**src/rtl/ysyx_24090012_lsu.sv**
```systemverilog
// rtl/ysyx_24090012_lsu.sv - load/store unit between EXU and WBU with an AXI4-Lite master port
module ysyx_24090012_lsu #(
  parameter int ADDR_W            = 32,
  parameter bit FAULT_ON_MISALIGN = 1'b1
) (
  input  logic              clk,
  input  logic              rst,
  input  logic              mem_valid,
  output logic              mem_ready,
  input  logic [ADDR_W-1:0] mem_addr,
  input  logic [31:0]       mem_wdata,
  input  logic [31:0]       exu_inst,
  input  logic [31:0]       exu_rd_data,
  output logic [ADDR_W-1:0] araddr,
  output logic              arvalid,
  input  logic              arready,
  input  logic [31:0]       rdata,
  input  logic [1:0]        rresp,
  input  logic              rvalid,
  output logic              rready,
  output logic [ADDR_W-1:0] awaddr,
  output logic              awvalid,
  input  logic              awready,
  output logic [31:0]       wdata,
  output logic [3:0]        wstrb,
  output logic              wvalid,
  input  logic              wready,
  input  logic [1:0]        bresp,
  input  logic              bvalid,
  output logic              bready,
  output logic              wbu_valid,
  input  logic              wbu_ready,
  output logic [31:0]       wbu_inst,
  output logic [31:0]       wbu_rd_data,
  output logic              wbu_fault
);

  localparam logic [2:0] S_IDLE  = 3'd0;
  localparam logic [2:0] S_RD_A  = 3'd1;
  localparam logic [2:0] S_RD_D  = 3'd2;
  localparam logic [2:0] S_WR_AW = 3'd3;
  localparam logic [2:0] S_WR_B  = 3'd4;
  localparam logic [2:0] S_WB    = 3'd5;

  logic [2:0]        state, state_nxt;
  logic [ADDR_W-1:0] addr_q;
  logic [1:0]        off_q;
  logic [2:0]        funct3_q;
  logic [31:0]       inst_q;
  logic [31:0]       wdata_q;
  logic [3:0]        wstrb_q;
  logic              aw_done, w_done;
  logic [31:0]       res_data;
  logic              res_fault;

  logic [6:0]  opcode;
  logic [2:0]  funct3;
  logic        is_load, is_store, misaligned, fault_acc;
  logic [1:0]  off_in;
  logic [3:0]  wstrb_in;
  logic [31:0] wdata_in;
  logic [31:0] word;
  logic [31:0] load_ext;

  assign opcode = exu_inst[6:0];
  assign funct3 = exu_inst[14:12];

  // Decode the incoming instruction and precompute the store lanes at accept time
  always_comb begin
    is_load    = (opcode == 7'b0000011) &&
                 (funct3 inside {3'b000, 3'b001, 3'b010, 3'b100, 3'b101});
    is_store   = (opcode == 7'b0100011) && (funct3 inside {3'b000, 3'b001, 3'b010});
    misaligned = (is_load || is_store) &&
                 (((funct3[1:0] == 2'b01) && mem_addr[0]) ||
                  ((funct3[1:0] == 2'b10) && (mem_addr[1:0] != 2'b00)));
    fault_acc  = FAULT_ON_MISALIGN && misaligned;
    // Without faulting, a misaligned access degrades to the aligned word
    off_in     = misaligned ? 2'b00 : mem_addr[1:0];
    case (funct3[1:0])
      2'b00:   begin wstrb_in = 4'b0001 << off_in; wdata_in = {4{mem_wdata[7:0]}};  end
      2'b01:   begin wstrb_in = 4'b0011 << off_in; wdata_in = {2{mem_wdata[15:0]}}; end
      default: begin wstrb_in = 4'hF;              wdata_in = mem_wdata;            end
    endcase
  end

  // Shift the read beat down to the addressed lane and extend to 32 bits
  always_comb begin
    word = rdata >> {off_q, 3'b000};
    case (funct3_q)
      3'b000:  load_ext = {{24{word[7]}}, word[7:0]};
      3'b100:  load_ext = {24'h0, word[7:0]};
      3'b001:  load_ext = {{16{word[15]}}, word[15:0]};
      3'b101:  load_ext = {16'h0, word[15:0]};
      default: load_ext = word;
    endcase
  end

  // Next-state selection for the access sequencer
  always_comb begin
    state_nxt = state;
    case (state)
      S_IDLE: if (mem_valid) begin
        if (fault_acc)     state_nxt = S_WB;
        else if (is_load)  state_nxt = S_RD_A;
        else if (is_store) state_nxt = S_WR_AW;
        else               state_nxt = S_WB;
      end
      S_RD_A:  if (arready) state_nxt = S_RD_D;
      S_RD_D:  if (rvalid)  state_nxt = S_WB;
      S_WR_AW: if ((aw_done || awready) && (w_done || wready)) state_nxt = S_WR_B;
      S_WR_B:  if (bvalid)  state_nxt = S_WB;
      S_WB:    if (wbu_ready) state_nxt = S_IDLE;
      default: state_nxt = S_IDLE;
    endcase
  end

  // State register plus the request/result holding registers
  always_ff @(posedge clk or negedge rst) begin
    if (!rst) begin
      state     <= S_IDLE;
      addr_q    <= '0;
      off_q     <= 2'b00;
      funct3_q  <= 3'b000;
      inst_q    <= 32'h0;
      wdata_q   <= 32'h0;
      wstrb_q   <= 4'h0;
      aw_done   <= 1'b0;
      w_done    <= 1'b0;
      res_data  <= 32'h0;
      res_fault <= 1'b0;
    end else begin
      state <= state_nxt;
      case (state)
        S_IDLE: if (mem_valid) begin
          addr_q    <= {mem_addr[ADDR_W-1:2], 2'b00};
          off_q     <= off_in;
          funct3_q  <= funct3;
          inst_q    <= exu_inst;
          wdata_q   <= wdata_in;
          wstrb_q   <= wstrb_in;
          aw_done   <= 1'b0;
          w_done    <= 1'b0;
          res_data  <= fault_acc ? 32'h0 : exu_rd_data;
          res_fault <= fault_acc;
        end
        S_RD_D: if (rvalid) begin
          res_data  <= (rresp != 2'b00) ? 32'h0 : load_ext;
          res_fault <= (rresp != 2'b00);
        end
        S_WR_AW: begin
          if (awready) aw_done <= 1'b1;
          if (wready)  w_done  <= 1'b1;
        end
        S_WR_B: if (bvalid) res_fault <= (bresp != 2'b00);
        default: ;
      endcase
    end
  end

  assign mem_ready   = (state == S_IDLE);
  assign arvalid     = (state == S_RD_A);
  assign rready      = (state == S_RD_D);
  assign awvalid     = (state == S_WR_AW) && !aw_done;
  assign wvalid      = (state == S_WR_AW) && !w_done;
  assign bready      = (state == S_WR_B);
  assign wbu_valid   = (state == S_WB);
  assign araddr      = addr_q;
  assign awaddr      = addr_q;
  assign wdata       = wdata_q;
  assign wstrb       = wstrb_q;
  assign wbu_inst    = inst_q;
  assign wbu_rd_data = res_data;
  assign wbu_fault   = res_fault;

endmodule

```
**config.mk**
```make
export PLATFORM = sky130hd
export DESIGN_NAME = ysyx_24090012_lsu
export DESIGN_NICKNAME = d
export VERILOG_FILES = /design/src/rtl/ysyx_24090012_lsu.sv
export SDC_FILE = /design/constraint.sdc
export NUM_CORES = 1
export LEC_CHECK = 0
export ABC_AREA = 1
export ABC_CLOCK_PERIOD_IN_PS = 1400
export CAP_MARGIN = 20
export CELL_PAD_IN_SITES_DETAIL_PLACEMENT = 1
export CELL_PAD_IN_SITES_GLOBAL_PLACEMENT = 2
export CORE_AREA = 2 2 201 203
export DETAILED_ROUTE_END_ITERATION = 16
export DIE_AREA = 0 0 203 205
export PLACE_DENSITY_LB_ADDON = 0.1
export SLEW_MARGIN = 5
export SYNTH_ARGS = -nofsm -noshare
export SYNTH_HDL_FRONTEND = slang
export SYNTH_SLANG_ARGS = --single-unit
export TNS_END_PERCENT = 100
```
**constraint.sdc**
```tcl
create_clock -name clk -period 1.4 [get_ports clk]
set_input_delay 0.28 -clock clk [delete_from_list [all_inputs] [get_ports clk]]
set_output_delay 0.28 -clock clk [all_outputs]
set_load 0.1 [all_outputs]
```
* Word level (Yosys, flattened, before mapping) *
Cells that the tools add are included.
W data, S select, Z words.

operators by class
  add/subtract/negate cells = 0
  multipliers = 0
  div/mod/pow operators = 0
  magnitude comparators = 0
  eq/ne operators = 24
  shifts and indexed selects = 3
  mux-type cells = 28
  bitwise operators = 0
  reductions and logical operators = 32

operators by type and width
  operator              count
  $mux W32              4
  $pmux W32 S2          2
  $pmux W32 S4          1
  $shr A32 B5 Y32       1
  $mux W3               9
  $eq A3 B3 Y1 const B  6
  $pmux W3 S6           1
  $ne A2 B2 Y1 const B  6
  $reduce_bool A2 Y1    5
  $eq A3 B1 Y1 const B  3
  $eq A3 B2 Y1 const B  3
  $logic_not A3 Y1      3
  $reduce_and A3 Y1     3
  $logic_and A1 B1 Y1   8
  $pmux W4 S2           1
  $eq A7 B2 Y1 const B  1
  $eq A7 B6 Y1 const B  1
  $mux W1               6
  $reduce_and A6 Y1     1
  $reduce_bool A3 Y1    2
  $reduce_bool A5 Y1    1
  $logic_or A1 B1 Y1    4
  $ne A2 B1 Y1 const B  2
  $pmux W1 S2           2
  other kinds (10)      11

word-level totals
  bits in registers = 141
  bits in latches = 0
  RAM bits = 0
  ROM bits = 0
  bits of input ports = 173
  output and inout bits = 172
  word-level logic and storage cells = 98
  memories = 0

* Logic depth before layout (Yosys ltp) *
Gate-level depths: netlist (run 1).

  depth in word-level cells = 8
  gate-level depth with buffers = 12

* Worst setup path after synthesis (run 1) *
OpenSTA, ideal clock, no wires.

  kind = register -> register
  from = register state[2]
  to = register state[1]
  setup time = 122 ps
  arrival time = 2516 ps
  setup slack = -1239 ps
  stages on the path, launching flop included = 11
  cells stage by stage = dfrtp_1 > inv_2 > nand2_1 > nor2_1 > inv_1 > nor2_1 > nand2_1 > nand2_1 > nor2_1 > o21ai_0 > nand2_1

between the ends
  longest elaborated chain between the ends = 3

ends and longest elaborated chain
  what                                                           line  text
  from (decl)                                                    45    logic [2:0] state, state_nxt;
  from (signal assigned)                                         132   state <= state_nxt;
  $eq A3 B2 Y1, or another cell as far along                     101   case (state)
  $ne A2 B2 Y1 (no line) / $ne A2 B1 Y1 (equally long branches)  --
  $reduce_and A6 Y1 (no line)                                    --

Several ways; a longest one is shown, not always the timed one.
A chain may end at the register's enable or synchronous reset.

* Worst setup path after layout (run 1) *
  from = register state[2]
  to = output port awvalid

between the ends
  longest elaborated chain between the ends = 2

ends and longest elaborated chain
  what                 line  text
  $eq A3 B2 Y1         163   assign awvalid = (state == S_WR_AW) && !aw_done;
  $logic_and A1 B1 Y1  163
  to (decl)            22    output logic awvalid,

No other way between the ends.

==> results.cfg, run 1 <==
[setup_path]
critPathBufInv = 4
cp_top_family = buffers and inverters
critPathLaunchType = flop
cp_slowest_cell = dfrtp_1
path_class = reg -> out
crit_arrival_ns = 1.55
worst_setup_path_end_kind = primary output
crit_path_max_fanout = 3
crit_chain = inv_2, nand2_4, nor2_4, inv_4, nor2_4, buf_6, buf_12
slowest_delay_ns = 0.39
required_ns = 1.12
crit_top_cell = nor2_4

[placement]
placed_cell_area_um2 = 13600
gp_congestion = 0.775
dp_hpwl_um = 25600
portBuffers = 340

[cells_and_area]
layout.cells.most_common = nand2_1
stdcell_area_um2 = 16300
mostFrequentLayoutCells = nand2_1, buf_12, clkdlybuf4s50_1
nets = 1654
area_growth_pct = 121
drive_gt1_share_pct = 41.6
antenna_cells = 0

[logic_synthesis]
yosys_warnings = 0
synth_cells = 1047
synth.distinct_cells = 26
ys_seq_area_share_pct = 46.8
netlist_area_um2 = 7370
syn_area_per_cell_um2 = 7.04
synth-seq-cells = 138

[global_route]
overflow = 0
grt_max_degree = 30
grt_pass1_wl_um = 53900
grt_pass1_vias = 8884
antenna_found_initial = 1
grt_usage_pct = 17.3

[route]
drc = 0
routed_wl_um = 37100
antenna_left = 0
drt-wirelength-per-cell_um = 18.4
routed-via-count = 8303
avgViaCountPerCell = 4.11
firstDrtPassIters = 4
drtIter0Drc = 226

[timing]
fin_skew_ns = 0.00852
fmax_mhz = 545
slew_headroom_pct = 64.5
rsz0062_at_grt = true
setup_ws_ns = -0.434
timing.final.crit_share_pct = 131
hold_violations = 0
tightest_slew_ns = 0.530
slew_viol_final = 0
setup_viol = 148
finalCriticalPeriod_ns = 1.83

[run_status]
violations = negative setup slack
outcome = complete, but fails checks

[run]
timing.max_cap.violations = 0

[clock_network]
root_buffer = clkbuf_16
clockBufferDepth = 2
cts-buffers-inserted = 17
clk_pin_slew_ns = 0.07
clock-sinks = 138
clk_latency_ns = 0.44
cts_tree = built
cts_max_level = 4

[floorplan]
die_w_um = 203
num_io_pins = 345
initial_core_util_pct = 18.7
core_um2 = 39400
rows = 73
die_y_um = 205
dieArea_um2 = 41600

[worst_hold_path]
min_path_type = in -> async
registers in the layout, indices dropped and copies added, names as in the netlist:
name         cells
w_done           1
araddr          30
wbu_fault        1
funct3_q         2
wbu_inst        30
wbu_rd_data     32
wdata           32
state            3
off_q            2
wstrb            4
aw_done          1
final timing paths:
path                                  start        endpoint  slack (ns)  depth (start not counted)
worst max-delay path               state[2]         awvalid       -0.43                          7
worst min-delay path                    rst  wbu_rd_data[5]        0.31                          2
worst max register to register     state[2]        wstrb[1]       -0.38                         15
worst min register to register  wbu_inst[2]     wbu_inst[2]        0.53                          2
max in group asynchronous               rst      araddr[17]        0.51                          3
min in group clk                mem_addr[4]       araddr[4]        0.37                          3
layer usage:
metal	wire length [um]	GRT usage (%)	vias to the layer above	share of wire, %
li1	-	-	4081	-
met1	15200	20.3	4022	41
met2	19200	30.2	181	52
met3	2440	6.17	17	6.6
met4	323	3.44	2	0.87
met5	13	0	-	0.035
cells in the mapped netlist, drive strengths merged:
| master | instances | area share, % |
|---|---|---|
| a21oi | 43 | 3.1 |
| a22o | 1 | 0.12 |
| buf | 75 | 7.1 |
| clkbuf | 13 | 0.66 |
| clkinv | 2 | 0.10 |
| conb | 1 | 0.051 |
| dfrtp | 138 | 47 |
| inv | 63 | 3.2 |
| nand2 | 527 | 27 |
| nand3 | 49 | 3.5 |
| nand4 | 1 | 0.085 |
| nor2 | 68 | 3.8 |
| nor3 | 2 | 0.14 |
| o211ai | 1 | 0.17 |
| o21ai | 62 | 4.2 |
| o21bai | 1 | 0.10 |
cells by family (layout without fill, tap and decap cells):
| family | after synthesis | after routing | synth area share (%) |
|---|---|---|---|
| and+or+nand+nor | 647 | 648 | 34.4 |
| buffers and inverters | 153 | 596 | 11.1 |
| DFF | 138 | 138 | 46.8 |
| AOI/OAI and AO/OA | 108 | 108 | 7.67 |
| other | 1 | 4 | 0.0509 |
through the flow:
stage	hold WS, ns	instances	setup slack (ns)	util [%]	setup TNS, ns
2_1_floorplan	-0.0156	1050	-0.612	-	-73.41
3_3_place_gp	0.216	1916	-0.627	34.5	-53.86
3_5_place_dp	0.206	1916	-0.677	34.5	-56.26
4_1_cts	0.294	1989	-0.458	38.3	-42.18
5_1_grt	0.313	2019	-0.514	41.5	-59.97
6_report	0.311	2019	-0.434	41.5	-45.65
worst register-to-register path, cell delays in order, from the launching register on:
cell	delay, ns
dfrtp_1	0.39
inv_2	0.09
buf_6	0.11
nand2_4	0.05
nor2_4	0.11
inv_2	0.06
nor2_4	0.13
buf_12	0.15
clkinv_16	0.07
buf_12	0.14
buf_6	0.12
nor2_4	0.12
inv_4	0.07
nand2_2	0.07
inv_2	0.03
nand2_1	0.04
layout make-up:
| type | instances | area (um^2) |
|---|---|---|
| fill | 4379 | 23000 |
| multi-input combinational | 760 | 4040 |
| clock inverter | 13 | 141 |
| timing repair buffer | 498 | 7250 |
| timing repair inverter | 1 | 6.26 |
| inverter | 65 | 300 |
| sequential | 138 | 3500 |
| clock buffer | 19 | 443 |
| tap | 525 | 657 |
repair_timing:
item                                   4_1_cts  5_1_grt
pin swaps                                    8       54
cloned                                      17       16
gates resized for setup                     90      311
endpoints found under the hold margin       18        0
buffers inserted                            23       26
hold buffers                                 1        0
setup endpoints to repair                  157      181
Power of run 1 is not shown: default switching activity piles up to over one toggle a cycle in this logic, so the estimate is an artifact.
==> inputs of run 2 (changes only) <==
--- a/config.mk
+++ b/config.mk
@@ -13,6 +13,7 @@
 export CORE_AREA = 2 2 201 203
 export DETAILED_ROUTE_END_ITERATION = 16
 export DIE_AREA = 0 0 203 205
+export GPL_TIMING_DRIVEN = 0
 export PLACE_DENSITY_LB_ADDON = 0.1
 export SLEW_MARGIN = 5
 export SYNTH_ARGS = -nofsm -noshare
==> run 2 against run 1 <==
Effect of this change:
- the flow still finishes with violations (negative setup slack)
- global-route usage shrank 0.43 points
- critical path depth shrank 1
- non-clock buffer count is the same
- clock skew rose by 0.0037 ns
- flip-flop and latch count did not move
- die area is the same
- fmax increased by 1.3%
- design area shrank 12%
- wire length is 3.6% lower
- sequential share of layout area grew 3.0 points
- critical path type unchanged
- highest routed layer unchanged
==> results.cfg, run 2 (synthesis results as in run 1) <==
[run_status]
outcome = complete, but fails checks
violations = negative setup slack

[route]
drtIter0Drc = 251
antenna_left = 0
drt-wirelength-per-cell_um = 17.7
routed_wl_um = 35800
avgViaCountPerCell = 4.04
routed-via-count = 8143
firstDrtPassIters = 4
drc = 0

[floorplan]
dieArea_um2 = 41600
die_w_um = 203
rows = 73
core_um2 = 39400
initial_core_util_pct = 18.7
die_y_um = 205
num_io_pins = 345

[worst_hold_path]
whs_path_depth = 3
min_path_type = in -> reg
min_from = exu_inst[0]
whs_endpoint = wbu_inst[0]

[cells_and_area]
area_growth_pct = 94.0
final_cells = 2017
multi_input_area_um2 = 3460
drive_gt1_share_pct = 32.0
fillers = 4607
antenna_cells = 0
regArea_um2 = 3500
layout.cells.most_common = nand2_1
mostFrequentLayoutCells = nand2_1, buf_6, clkdlybuf4s50_1
fin_util_pct = 36.3
nets = 1652

[timing]
whs_ns = 0.102
rsz0062_at_grt = true
slew_headroom_pct = 62.5
finalCriticalPeriod_ns = 1.81
tightest_slew_ns = 0.563
setup_ws_ns = -0.409
setup_viol = 176
hold_violations = 0
timing.final.crit_share_pct = 129
slew_viol_final = 0
fmax_mhz = 553
fin_skew_ns = 0.0123

[clock_network]
cts-buffers-inserted = 17
clk_latency_ns = 0.44
clock-sinks = 138
clk_pin_slew_ns = 0.06
cts_tree = built
root_buffer = clkbuf_16
cts_max_level = 4
clockBufferDepth = 2

[setup_path]
reg2reg_slack_ns = -0.37
rr_endpoint = wdata[17]
r2r_cells = 10
crit_path_max_fanout = 3
path_class = reg -> out
critPathLaunchType = flop
worst_setup_path_end_kind = primary output
rr_startpoint = state[1]
crit_arrival_ns = 1.53
required_ns = 1.12

[placement]
dp_hpwl_um = 26600
place_ws_ns = -1.27
dp.cells = 1916
gp_congestion = 0.800
portBuffers = 340

[global_route]
grt_max_degree = 92
grt_pass1_wl_um = 52500
grt_pass1_vias = 8681
antenna_found_initial = 3
overflow = 0
grt_usage_pct = 16.8

[run]
timing.max_cap.violations = 0
-- run 2: worst max path at each step --
stage                        start            to  slack [ns]
after global routing      state[0]       awvalid       -0.51
after detailed placement  state[2]        rready       -1.27
final                     state[2]        rready       -0.41
after global placement         rst   funct3_q[1]       -7.92
after CTS                 state[2]        rready       -0.47
after floorplan           state[2]  wbu_inst[15]       -0.61
-- run 2: critical path: stages, from the launching register on --
cell,delay (ns)
dfrtp_2,0.43
inv_4,0.08
nand2_4,0.07
nor2_4,0.10
buf_6,0.14
buf_12,0.11
buf_12,0.16
-- run 2: metrics by stage --
stage	instance area (um^2)	TNS (ns)
4_1_cts	13300	-47.22
6_report	14300	-45.45
5_1_grt	14300	-61.06
3_5_place_dp	11600	-158.04
3_3_place_gp	11600	-1107.84
2_1_floorplan	7550	-73.41
-- run 2: routing by layer --
metal	global-route usage (%)	vias up	routed length, um
li1	-	4048	-
met1	19.3	3892	14400
met2	30.0	178	18500
met3	6.01	19	2420
met4	3.57	6	406
met5	0	-	28
-- run 2: repair_timing --
action	4_1_cts	5_1_grt
gates resized for setup	1315	185
hold buffers	1	0
endpoints found under the setup margin	306	215
setup buffers	39	27
cloned	3	8
pin swaps	11	20
hold endpoints to repair	47	0
-- run 2: layout make-up --
cell class | count | area share, %
inverters | 65 | 1.84
clock buffers | 22 | 3.24
well taps | 525 | 4.59
repair buffers | 418 | 34.4
plain buffers | 80 | 6.43
flip-flops and latches | 138 | 24.5
clock inverters | 10 | 0.813
multi-input cells | 759 | 24.2
Power of run 2 is left out for the same reason.
==> patch 1 (settings of run 1) <==
Change the parameter `FAULT_ON_MISALIGN` from 1'b1 to 1'b0.
--- a/src/rtl/ysyx_24090012_lsu.sv
+++ b/src/rtl/ysyx_24090012_lsu.sv
@@ -1,7 +1,7 @@
 // rtl/ysyx_24090012_lsu.sv - load/store unit between EXU and WBU with an AXI4-Lite master port
 module ysyx_24090012_lsu #(
   parameter int ADDR_W            = 32,
-  parameter bit FAULT_ON_MISALIGN = 1'b1
+  parameter bit FAULT_ON_MISALIGN = 1'b0
 ) (
   input  logic              clk,
   input  logic              rst,
Check against the original RTL: not equivalent (Yosys sat finds a counterexample within 4 cycles, from zero or initial values and one cycle with rst low).
==> patch 1 against run 1 <==
- the flow still finishes with violations (setup timing)
- maximum frequency is 2.6% lower
- worst setup slack worse by 0.048 ns
- final area is 1.2% lower
- critical path type unchanged
- global-route usage hardly changed
- sequential share of layout area is 0.40 points higher
- sequential cell count stayed put
- area after synthesis is 6.5% lower
- routed wire length is 1.8% lower
- largest cell class unchanged
- die area stayed put
Power is not shown: default switching activity piles up to over one toggle a cycle in this logic, so the estimate is an artifact.
==> patch 1: results (changes against run 1) <==
run status complete, but fails checks; failing checks setup timing; DR WL met2 18.8 mm (-1.9%); largest net degree at the start of global routing 35 (+17%); placed cell area 13200 µm² (-2.8%); worst reg-to-reg setup slack -0.45 ns (-0.07 ns); reg-to-reg endpoint w_done; synth warn 0 (unchanged); vias 7839 (-5.6%); uppermost layer routed met5; Distinct cells, synth 28 (+7.7%); Rel. slew slack 62.4% (-2.1 points); Setup WS post-layout -0.482 ns (-0.0482 ns); layout cells sized above 1 44.9% (+3.3 points); DR WL met3 2.12 mm (-13%); WL met1 15.0 mm (-1.2%); global-route wire length before repair 53.2 mm (-1.4%); Slowest-stage cell, CP dfrtp_1; reg2reg start state[0]; Clock H-tree levels 4 (unchanged); WL final 36.4 mm (-1.8%); vias in the first global route 8341 (-6.1%); Filler Cells Inserted 4304 (-1.7%); Clock transition at path regs 0.07 ns (about the same); gr usage total 17.3% (about the same); worst min-delay path class input pin to async pin; R2R cell count 11 (-4); gpl congestion 0.742 (-4.3%); Most used DFF post-synth dfrtp_1; crit-path max cell delay 0.39 ns (about the same); Num CTS Buffers 17 (unchanged); CP max FO 3 (unchanged); IO Port Bufs 340 (unchanged); Commonest cells post-synth 340 x nand2_1, 138 x dfrtp_1, 92 x a21oi_1; clock skew 0.00823 ns (-0.000283 ns); Clock Latency Late Sink 0.45 ns; sequential area share after synthesis 50.1% (+3.2 points); CTS Root Cell clkbuf_16; Synth async-reset ratio 100% (unchanged); synth top area cells dfrtp_1 50%, nand2_1 19%, a21oi_1 6.7%; dpl hpwl 25.1 mm (-2.2%); Final setup viols 148 (unchanged); Worst Path Arrival 1.60 ns (+0.05 ns); number of antenna violations at the first check in global routing 4 (+3); DR iter-0 viols 172 (-24%); final net count 1522 (-8.0%); pre-CTS WS -0.458 ns (+0.219 ns); clk buf depth 2 (unchanged); Pre-antenna DRT Iters 4 (unchanged)
## patch 1: logic make-up after synthesis
group / after synthesis / synth area share [%]
buf+inv: 120 / 9.13
simple gates: 472 / 28.2
other cells: 1 / 0.0544
flops: 138 / 50.1
compound gates: 168 / 12.5
## patch 1: critical path: cells and delay by family, from the launching register on
family / cells / cell delay, ns
simple gates: 2 / 0.28
buf+inv: 4 / 0.48
flops: 1 / 0.39
## patch 1: repair_timing
item | in CTS | in global routing
buffers inserted | 40 | 13
hold buffers | 1 | 0
pin swaps | 20 | 35
cloned | 24 | 5
endpoints found under the hold margin | 23 | 0
endpoints found under the setup margin | 154 | 197
gates resized for setup | 144 | 231
## patch 1: area by class of cell
| class | instances | area (µm²) | area share (%) |
|---|---|---|---|
| Timing Repair Buffer | 510 | 7360 | 45.6 |
| Multi-Input combinational cell | 644 | 3730 | 23.1 |
| Sequential cell | 138 | 3520 | 21.8 |
| Tap cell | 525 | 657 | 4.07 |
| Clock buffer | 19 | 443 | 2.75 |
| Clock inverter | 12 | 196 | 1.22 |
| Inverter | 36 | 185 | 1.15 |
| Timing Repair inverter | 2 | 40.0 | 0.248 |
| Antenna cell | 2 | 5.00 | 0.0310 |
## patch 1: worst max path at each step
stage | start | to
2_1_floorplan | state[1] | wbu_fault
3_3_place_gp | exu_inst[0] | wstrb[2]
3_5_place_dp | exu_inst[1] | wstrb[2]
4_1_cts | state[0] | wvalid
5_1_grt | state[2] | wvalid
6_report | state[2] | wvalid
## patch 1: metal layers
metal / track usage [%] / vias up
li1: - / 3786
met1: 20.8 / 3852
met2: 29.6 / 174
met3: 5.73 / 23
met4: 4.33 / 4
met5: 0 / -
## patch 1: stage by stage
stage          util (%)  setup TNS [ns]  std cells  hold slack [ns]
2_1_floorplan         -          -10.44        902          -0.0156
3_3_place_gp       33.5          -39.66       1780            0.272
3_5_place_dp       33.5          -43.14       1780            0.269
4_1_cts            38.7          -51.50       1876            0.341
5_1_grt            41.0          -65.73       1887            0.352
6_report           41.0          -52.49       1888            0.358
==> patch 2 (flow settings as in run 1) <==
Made on the original files. Reset style: synchronous (`rst`), changed in one clocked block.
--- a/src/rtl/ysyx_24090012_lsu.sv
+++ b/src/rtl/ysyx_24090012_lsu.sv
@@ -115,7 +115,7 @@
   end
 
   // State register plus the request/result holding registers
-  always_ff @(posedge clk or negedge rst) begin
+  always_ff @(posedge clk) begin
     if (!rst) begin
       state     <= S_IDLE;
       addr_q    <= '0;
Formal check against the unedited RTL: differs if rst is asserted again (counterexample within 4 cycles, from zero or initial values and one cycle with rst low); with rst held inactive, the same outputs for 4 cycles.
==> patch 2 against run 1 <==
- the flow still finishes with violations (setup timing)
- sequential share of layout area decreased by 2.3 points
- final area decreased by 9.9%
- die area unchanged
- worst setup slack improved by 0.041 ns
- routed wire length decreased by 8.3%
- sequential cell count unchanged
- critical path depth increased by 6
- area after synthesis decreased by 12%
- maximum frequency increased by 2.3%
==> patch 2: results (changes against run 1) <==
WHS Path Cells 3; non-filler cells, final 1824 (-9.7%); internal power 0.0170 W; Leakage 6.21 nW; crit-path max cell delay 0.35 ns (-0.04 ns); Setup WS post-layout -0.393 ns (+0.0410 ns); CTS Root Cell clkbuf_16; Clock H-tree levels 4 (unchanged); Final min period 1.79 ns (-0.0411 ns); reg2reg start state[0]; worst min-delay path class input pin to flip-flop; R2R cell count 13 (-2); Final setup viols 145 (-2.0%); vias in the first global route 7809 (-12%); DR iter-0 viols 265 (+17%); Commonest cells post-synth 177 x nand2_1, 138 x dfxtp_1, 108 x nand3_1; WL final 34.0 mm (-8.3%); hold_ws 0.422 ns (+0.111 ns); Clock transition at path regs 0.06 ns; area leader, netlist dfxtp_1; final net count 1458 (-12%); Rel. slew slack 66.7% (+2.2 points); Worst Path Arrival 2.18 ns (+0.63 ns); reg-to-reg endpoint wbu_inst[11]; hold path start mem_wdata[26]; CP max FO 10 (+7); gpl congestion 0.749 (-3.5%); layout cells sized above 1 40.1% (-1.4 points); failing checks setup timing; Mapped Avg Cell Area 7.48 µm² (+6.2%); Slowest-stage cell, CP dfxtp_4; sequential area share after synthesis 42.7% (-4.2 points); Synth async-reset ratio 0% (-100 points); largest net degree at the start of global routing 39 (+30%); Distinct cells, synth 31 (+19%); gr usage total 16.0% (-1.3 points); clock skew 0.00842 ns (-0.0000923 ns); Filler Cells Inserted 4357 (-0.50%); run status complete, but fails checks; number of antenna violations at the first check in global routing 4 (+3); dpl hpwl 25.6 mm (about the same); Num CTS Buffers 17 (unchanged); clk buf depth 2 (unchanged); global-route wire length before repair 49.8 mm (-7.7%); synth top area cells dfxtp_1 43%, nand2_1 10%, nand3_1 8.3%; vias 7511 (-9.5%); commonest non-fill, non-tap cell in the layout buf_12
[patch 2: area by class of cell]
type,instances,area share (%)
tap,525,4.46
sequential,138,19.2
inverter,86,2.46
antenna,1,0.0170
multi-input combinational,553,22.9
clock inverter,10,0.935
clock buffer,22,3.30
timing repair buffer,489,46.8
[patch 2: worst max-delay path by stage]
| stage | to | depth (start not counted) | from |
|---|---|---|---|
| 6_report | wbu_inst[11] | 13 | state[0] |
| 2_1_floorplan | araddr[15] | 11 | state[0] |
| 4_1_cts | awvalid | 7 | state[2] |
| 5_1_grt | wdata[18] | 13 | state[0] |
| 3_3_place_gp | wstrb[1] | 12 | exu_inst[1] |
| 3_5_place_dp | wstrb[2] | 13 | exu_inst[3] |
[patch 2: cells by family after synthesis]
| logic type | after synthesis | share of synthesized area, % |
|---|---|---|
| AOI/OAI and AO/OA | 217 | 20.6 |
| muxes | 6 | 0.927 |
| and+or+nand+nor | 326 | 22.0 |
| DFF | 138 | 42.7 |
| other | 1 | 0.0579 |
| buffers and inverters | 178 | 13.7 |
[patch 2: critical path, delay by kind of cell, from the launching register on]
kind	cells	cell delay, ns
compound gates	1	0.13
flops	1	0.35
simple gates	4	0.38
buf+inv	8	0.86
[patch 2: what timing repair did]
action,CTS,global route
gates cloned,11,2
buffers inserted,18,17
endpoints found under the setup margin,168,148
pin swaps,25,30
gates resized for setup,158,61
[patch 2: power groups by stage]
stage	sequential, W	clock, W	combinational, W
final	0.00651	0.00492	0.0226
after global routing	0.00667	0.00528	0.0235
after CTS	0.00651	0.00512	0.0223
after detailed placement	0.00650	0	0.0205
after global placement	0.00649	0	0.0204
after floorplan	0.0131	0	0.00544
[patch 2: routing by layer]
layer	up-vias	share of wire (%)	track usage (%)
li1	3715	-	-
met1	3598	41	18.8
met2	165	51	28.0
met3	27	6.1	5.47
met4	6	1.2	3.57
met5	-	0.12	0
[patch 2: per-stage QoR]
| stage | setup TNS, ns | cell area (µm²) | utilization (%) | worst slack (ns) |
|---|---|---|---|---|
| 5_1_grt | -58.72 | 14700 | 37.4 | -0.487 |
| 3_3_place_gp | -50.33 | 12900 | 32.7 | -0.575 |
| 6_report | -45.06 | 14700 | 37.4 | -0.393 |
| 4_1_cts | -46.07 | 14400 | 36.5 | -0.411 |
| 2_1_floorplan | -77.93 | 6720 | - | -0.595 |
| 3_5_place_dp | -52.82 | 12900 | 32.7 | -0.616 |
